**src/rtl/key_sched_ctrl.sv**
```systemverilog
// AES-128 key schedule sequencer around key_expansion: round counter, prev_key feedback,
// valid/ready round-key stream. Optional round-key store enabled by ROUND_KEY_STORE_EN.
module key_sched_ctrl #(
  parameter int NUM_ROUNDS = 11,
  parameter int KW         = 128
) (
  input  logic          clk,
  input  logic          reset,
  input  logic          start,
  input  logic [KW-1:0] key,
  input  logic [KW-1:0] round_key_in,
  output logic [3:0]    round,
  output logic [KW-1:0] prev_key,
  output logic [KW-1:0] key_out,
  output logic          rk_valid,
  input  logic          rk_ready,
  output logic [KW-1:0] rk_data,
  output logic [3:0]    rk_round,
  output logic          busy,
  output logic          done,
  input  logic [3:0]    rd_idx,
  output logic [KW-1:0] rd_key
);

  typedef enum logic [2:0] {
    S_IDLE,
    S_LOAD,
    S_SETTLE,
    S_CAPTURE,
    S_DONE
  } state_t;

  localparam logic [3:0] LAST = 4'(NUM_ROUNDS);

  state_t        state;
  logic [KW-1:0] rk_hold;
  logic          hs;

  assign hs = rk_valid & rk_ready;

  // key_expansion's result is only valid during LOAD/CAPTURE, so the stream passes it
  // through live there and otherwise shows the last accepted key.
  assign rk_data = (state == S_LOAD || state == S_CAPTURE) ? round_key_in : rk_hold;

  always_ff @(posedge clk or posedge reset) begin
    if (reset) begin
      state    <= S_IDLE;
      round    <= '0;
      prev_key <= '0;
      key_out  <= '0;
      rk_hold  <= '0;
      rk_round <= '0;
      rk_valid <= 1'b0;
      busy     <= 1'b0;
      done     <= 1'b0;
    end else begin
      done <= 1'b0;
      case (state)
        S_IDLE: begin
          if (start) begin
            key_out  <= key;
            prev_key <= key;
            round    <= 4'd1;
            rk_round <= 4'd1;
            rk_valid <= 1'b1;
            busy     <= 1'b1;
            state    <= S_LOAD;
          end
        end
        S_LOAD: begin
          if (hs) begin
            rk_hold  <= round_key_in;
            round    <= 4'd2;
            rk_valid <= 1'b0;
            state    <= S_SETTLE;
          end
        end
        S_SETTLE: begin
          rk_valid <= 1'b1;
          rk_round <= round;
          state    <= S_CAPTURE;
        end
        S_CAPTURE: begin
          if (hs) begin
            rk_hold  <= round_key_in;
            prev_key <= round_key_in;
            rk_valid <= 1'b0;
            if (round == LAST) begin
              busy  <= 1'b0;
              done  <= 1'b1;
              state <= S_DONE;
            end else begin
              round <= round + 4'd1;
              state <= S_SETTLE;
            end
          end
        end
        S_DONE: begin
          round <= '0;
          state <= S_IDLE;
        end
        default: state <= S_IDLE;
      endcase
    end
  end

`ifdef ROUND_KEY_STORE_EN
  logic [KW-1:0] store [1:NUM_ROUNDS];

  always_ff @(posedge clk or posedge reset) begin
    if (reset) begin
      for (int unsigned i = 1; i <= NUM_ROUNDS; i++) store[i] <= '0;
    end else if (hs) begin
      store[rk_round] <= round_key_in;
    end
  end

  always_comb begin
    rd_key = '0;
    if (rd_idx >= 4'd1 && rd_idx <= LAST) rd_key = store[rd_idx];
  end
`else
  logic unused_rd;
  assign unused_rd = ^rd_idx;
  assign rd_key    = '0;
`endif

endmodule

```
**config.mk**
```make
export PLATFORM = sky130hd
export DESIGN_NAME = key_sched_ctrl
export DESIGN_NICKNAME = d
export VERILOG_FILES = /design/src/rtl/key_sched_ctrl.sv
export SDC_FILE = /design/constraint.sdc
export NUM_CORES = 1
export LEC_CHECK = 0
export ABC_AREA = 1
export BUFFER_PORTS_ARGS = -buffer_cell sky130_fd_sc_hd__buf_2
export CORE_AREA = 2 2 307 309
export CTS_BUF_LIST = sky130_fd_sc_hd__clkbuf_4 sky130_fd_sc_hd__clkbuf_8
export DETAILED_ROUTE_END_ITERATION = 6
export DIE_AREA = 0 0 309 311
export GPL_TIMING_DRIVEN = 0
export SLEW_MARGIN = 10
export SYNTH_ARGS = -nofsm -noshare
export SYNTH_HDL_FRONTEND = slang
export SYNTH_SLANG_ARGS = --single-unit
```
**constraint.sdc**
```tcl
create_clock -name clk -period 11.5 [get_ports clk]
set_input_delay 0.575 -clock clk [delete_from_list [all_inputs] [get_ports clk]]
set_output_delay 0.575 -clock clk [all_outputs]
set_load 0.01 [all_outputs]
```
==> metrics <==
RSZ-0062 raised after global routing no; total wire length 86500 um; fillers 10300; Initial DRC Count 1484; Pint 3.98 mW; Worst setup SP type flop; ratio of cells with drive above 1 in the final layout 29.8%; setup bufs post-CTS 0; drt via density 4.12; hold_buf cts 1; port bufs 654; commonest non-fill, non-tap cell in the layout buf_2; top-area cell type share of the netlist area 52.6%; Required @ worst endpoint 10.93 ns; Worst Reg-to-Reg Cells 7; status complete, no violations; combinational share of power 45.2%; antenna violations before repair 15; Synth Area in Adders 0.0661%; YS warnings 0; fin nets 3554; Synth Area in Simple Gates 14.0%; synth top area cells dfrtp_1 (53%), o21ai_0 (17%), nand2_1 (13%); slew margin rel. 40.2%; register share of total power 33.4%; Tot Pwr 7.19 mW; syn_area_per_cell 7.84 um2; chip height 311 um; Pleak 14.3 nW; Sw Ratio 44.7%; WL/cell 18.8 um; compound-cell area share of the yosys netlist 17.2%; PostCTS Resize Cnt 0; Initial Util 20.4%; final setup TNS 0 ns; number of global-route vias before repair 18900; P per Cell Area 274 mW/mm2; register area share after synthesis 52.6%; gr ovfl total 0; Post-DP Area 0.0245 mm2; sw power 3.21 mW; Die ar. 0.0961 mm2; post-synthesis mux area share 0%; Hold Crit Depth 3; fin. max-slew vios 0; Clk pwr share 21.4%; Post-Synth XOR/XNOR Area 0.0463%; DP HPWL 68300 um; Final setup viols 0; Design Area, Final 0.0262 mm2; Overall Global Routing Usage 17.6%; largest net degree at the start of global routing 37; crit path capture type output pin; drt pass-1 iters 6; Worst Skew 0.0329 ns; Synth area leader dfrtp_1; Tcrit/Tclk final 34.3%; Peak VDD IR 131 uV; FMAX 0.254 GHz; CTS tree yes; H-tree levels 3; Yosys reg bits 398; WP data arrival 3.37 ns; Clock Path Buffers 3; largest family of logic cells by synthesized area compound AO/OA/AOI/OAI gates; Post-Synthesis Cells 2414; Setup CP Type flop to output pin; Clk pin slew, worst setup/hold paths 0.06 ns; Sink Count 398; Min-Delay Path Class input port to flop; # IOs 787; Least-Margin Pin Slew 0.897 ns; endpoints failing hold 0; FP Rows 112; Synth Cell Area 0.0189 mm2; worst skew pair latency 0.69 ns; DR vias 19000; Die W 309 um; remaining antenna violation count after routing 0; total of max-cap violations 0; DRC errors left 0; Unique masters post-synth 19; CTS Buf Count 77; Area Overhead vs Synth 38.4%; first-pass GRT wire length 125000 um; GPL Wtd Cong 0.876; clk root buf clkbuf_8; CP Max Fanout 10; min Tclk post-route 3.94 ns; Core ar. 0.0928 mm2; most frequent cells in the layout buf_2 (714), nand2_1 (676), o21ai_0 (640)
-- cells in the mapped netlist, drive strengths merged --
library cell / count
dfrtp: 398
ha: 1
buf: 194
clkbuf: 74
nor2: 13
nand2: 676
xor2: 1
nand4: 1
inv: 397
a21oi: 2
nand3: 9
o21ai: 647
conb: 1
-- routing by layer --
metal | track usage, % | share of wire (%)
met5 | 0 | 0.039
met4 | 7.41 | 4.3
met3 | 5.20 | 8.5
met2 | 29.0 | 47
met1 | 21.3 | 40
-- kinds of logic (layout without fill, tap and decap cells) --
family	count (synthesis)	count (layout)
and+or+nand+nor	699	699
buffers and inverters	665	1463
AOI/OAI and AO/OA	649	649
DFF	398	398
adders and majority gates	1	1
other	1	141
xor gates and xnor gates	1	1
-- power by group through the flow --
stage          sequential, mW  clock, mW  combinational, mW
2_1_floorplan            2.58          0               1.45
3_3_place_gp             2.40          0               3.23
3_5_place_dp             2.41          0               3.29
4_1_cts                  2.40       1.58               3.30
5_1_grt                  2.48       1.64               3.62
6_report                 2.40       1.54               3.25
-- worst max-delay path, cell delays in order, from the launching register on --
cell and delay, ns:
dfrtp_1 0.44, inv_1 0.06, nand2_1 0.23, clkbuf_2 0.63, clkbuf_1 0.70, o21ai_0 0.36
buf_2 0.24
-- cell type report --
type | instances | area (um2) | share of cell area (%)
clock inverters | 15 | 188 | 0.716
well taps | 1254 | 1570 | 5.99
inverters | 397 | 1490 | 5.70
plain buffers | 268 | 1570 | 5.99
clock buffers | 114 | 1430 | 5.46
multi-input cells | 1478 | 6400 | 24.4
diodes | 13 | 32.5 | 0.124
repair buffers | 669 | 3570 | 13.6
flip-flops and latches | 398 | 9960 | 38.0
-- path summary, 6_finish.rpt --
path / slack (ns) / end / start
max: 7.56 / rk_data[79] / state[2]
min: 0.16 / key_out[3] / key[3]
max reg2reg: 8.69 / prev_key[58] / state[1]
min reg2reg: 0.47 / rk_round[1] / rk_round[1]
max in group asynchronous: 9.25 / prev_key[88] / reset
min in group asynchronous: 0.45 / key_out[32] / reset
-- stage by stage --
stage                     worst slack, ns  util [%]  hold slack, ns  std cells
after CTS                            7.44      28.2          0.0657       4593
final                                7.56      28.3           0.157       4606
after detailed placement             8.25      26.5           0.458       4463
after global routing                 7.40      28.2          0.0924       4598
after floorplan                      5.57         -           0.453       2541
after global placement               2.44      26.1           0.457       4449
-- flip-flops by register name, summed over array words and instances (netlist names) --
signal / cells
busy: 1
done: 1
key_out: 128
prev_key: 128
rk_hold: 128
rk_round: 4
rk_valid: 1
round: 4
state: 3
Note: power is estimated with default switching activity, not from simulation.
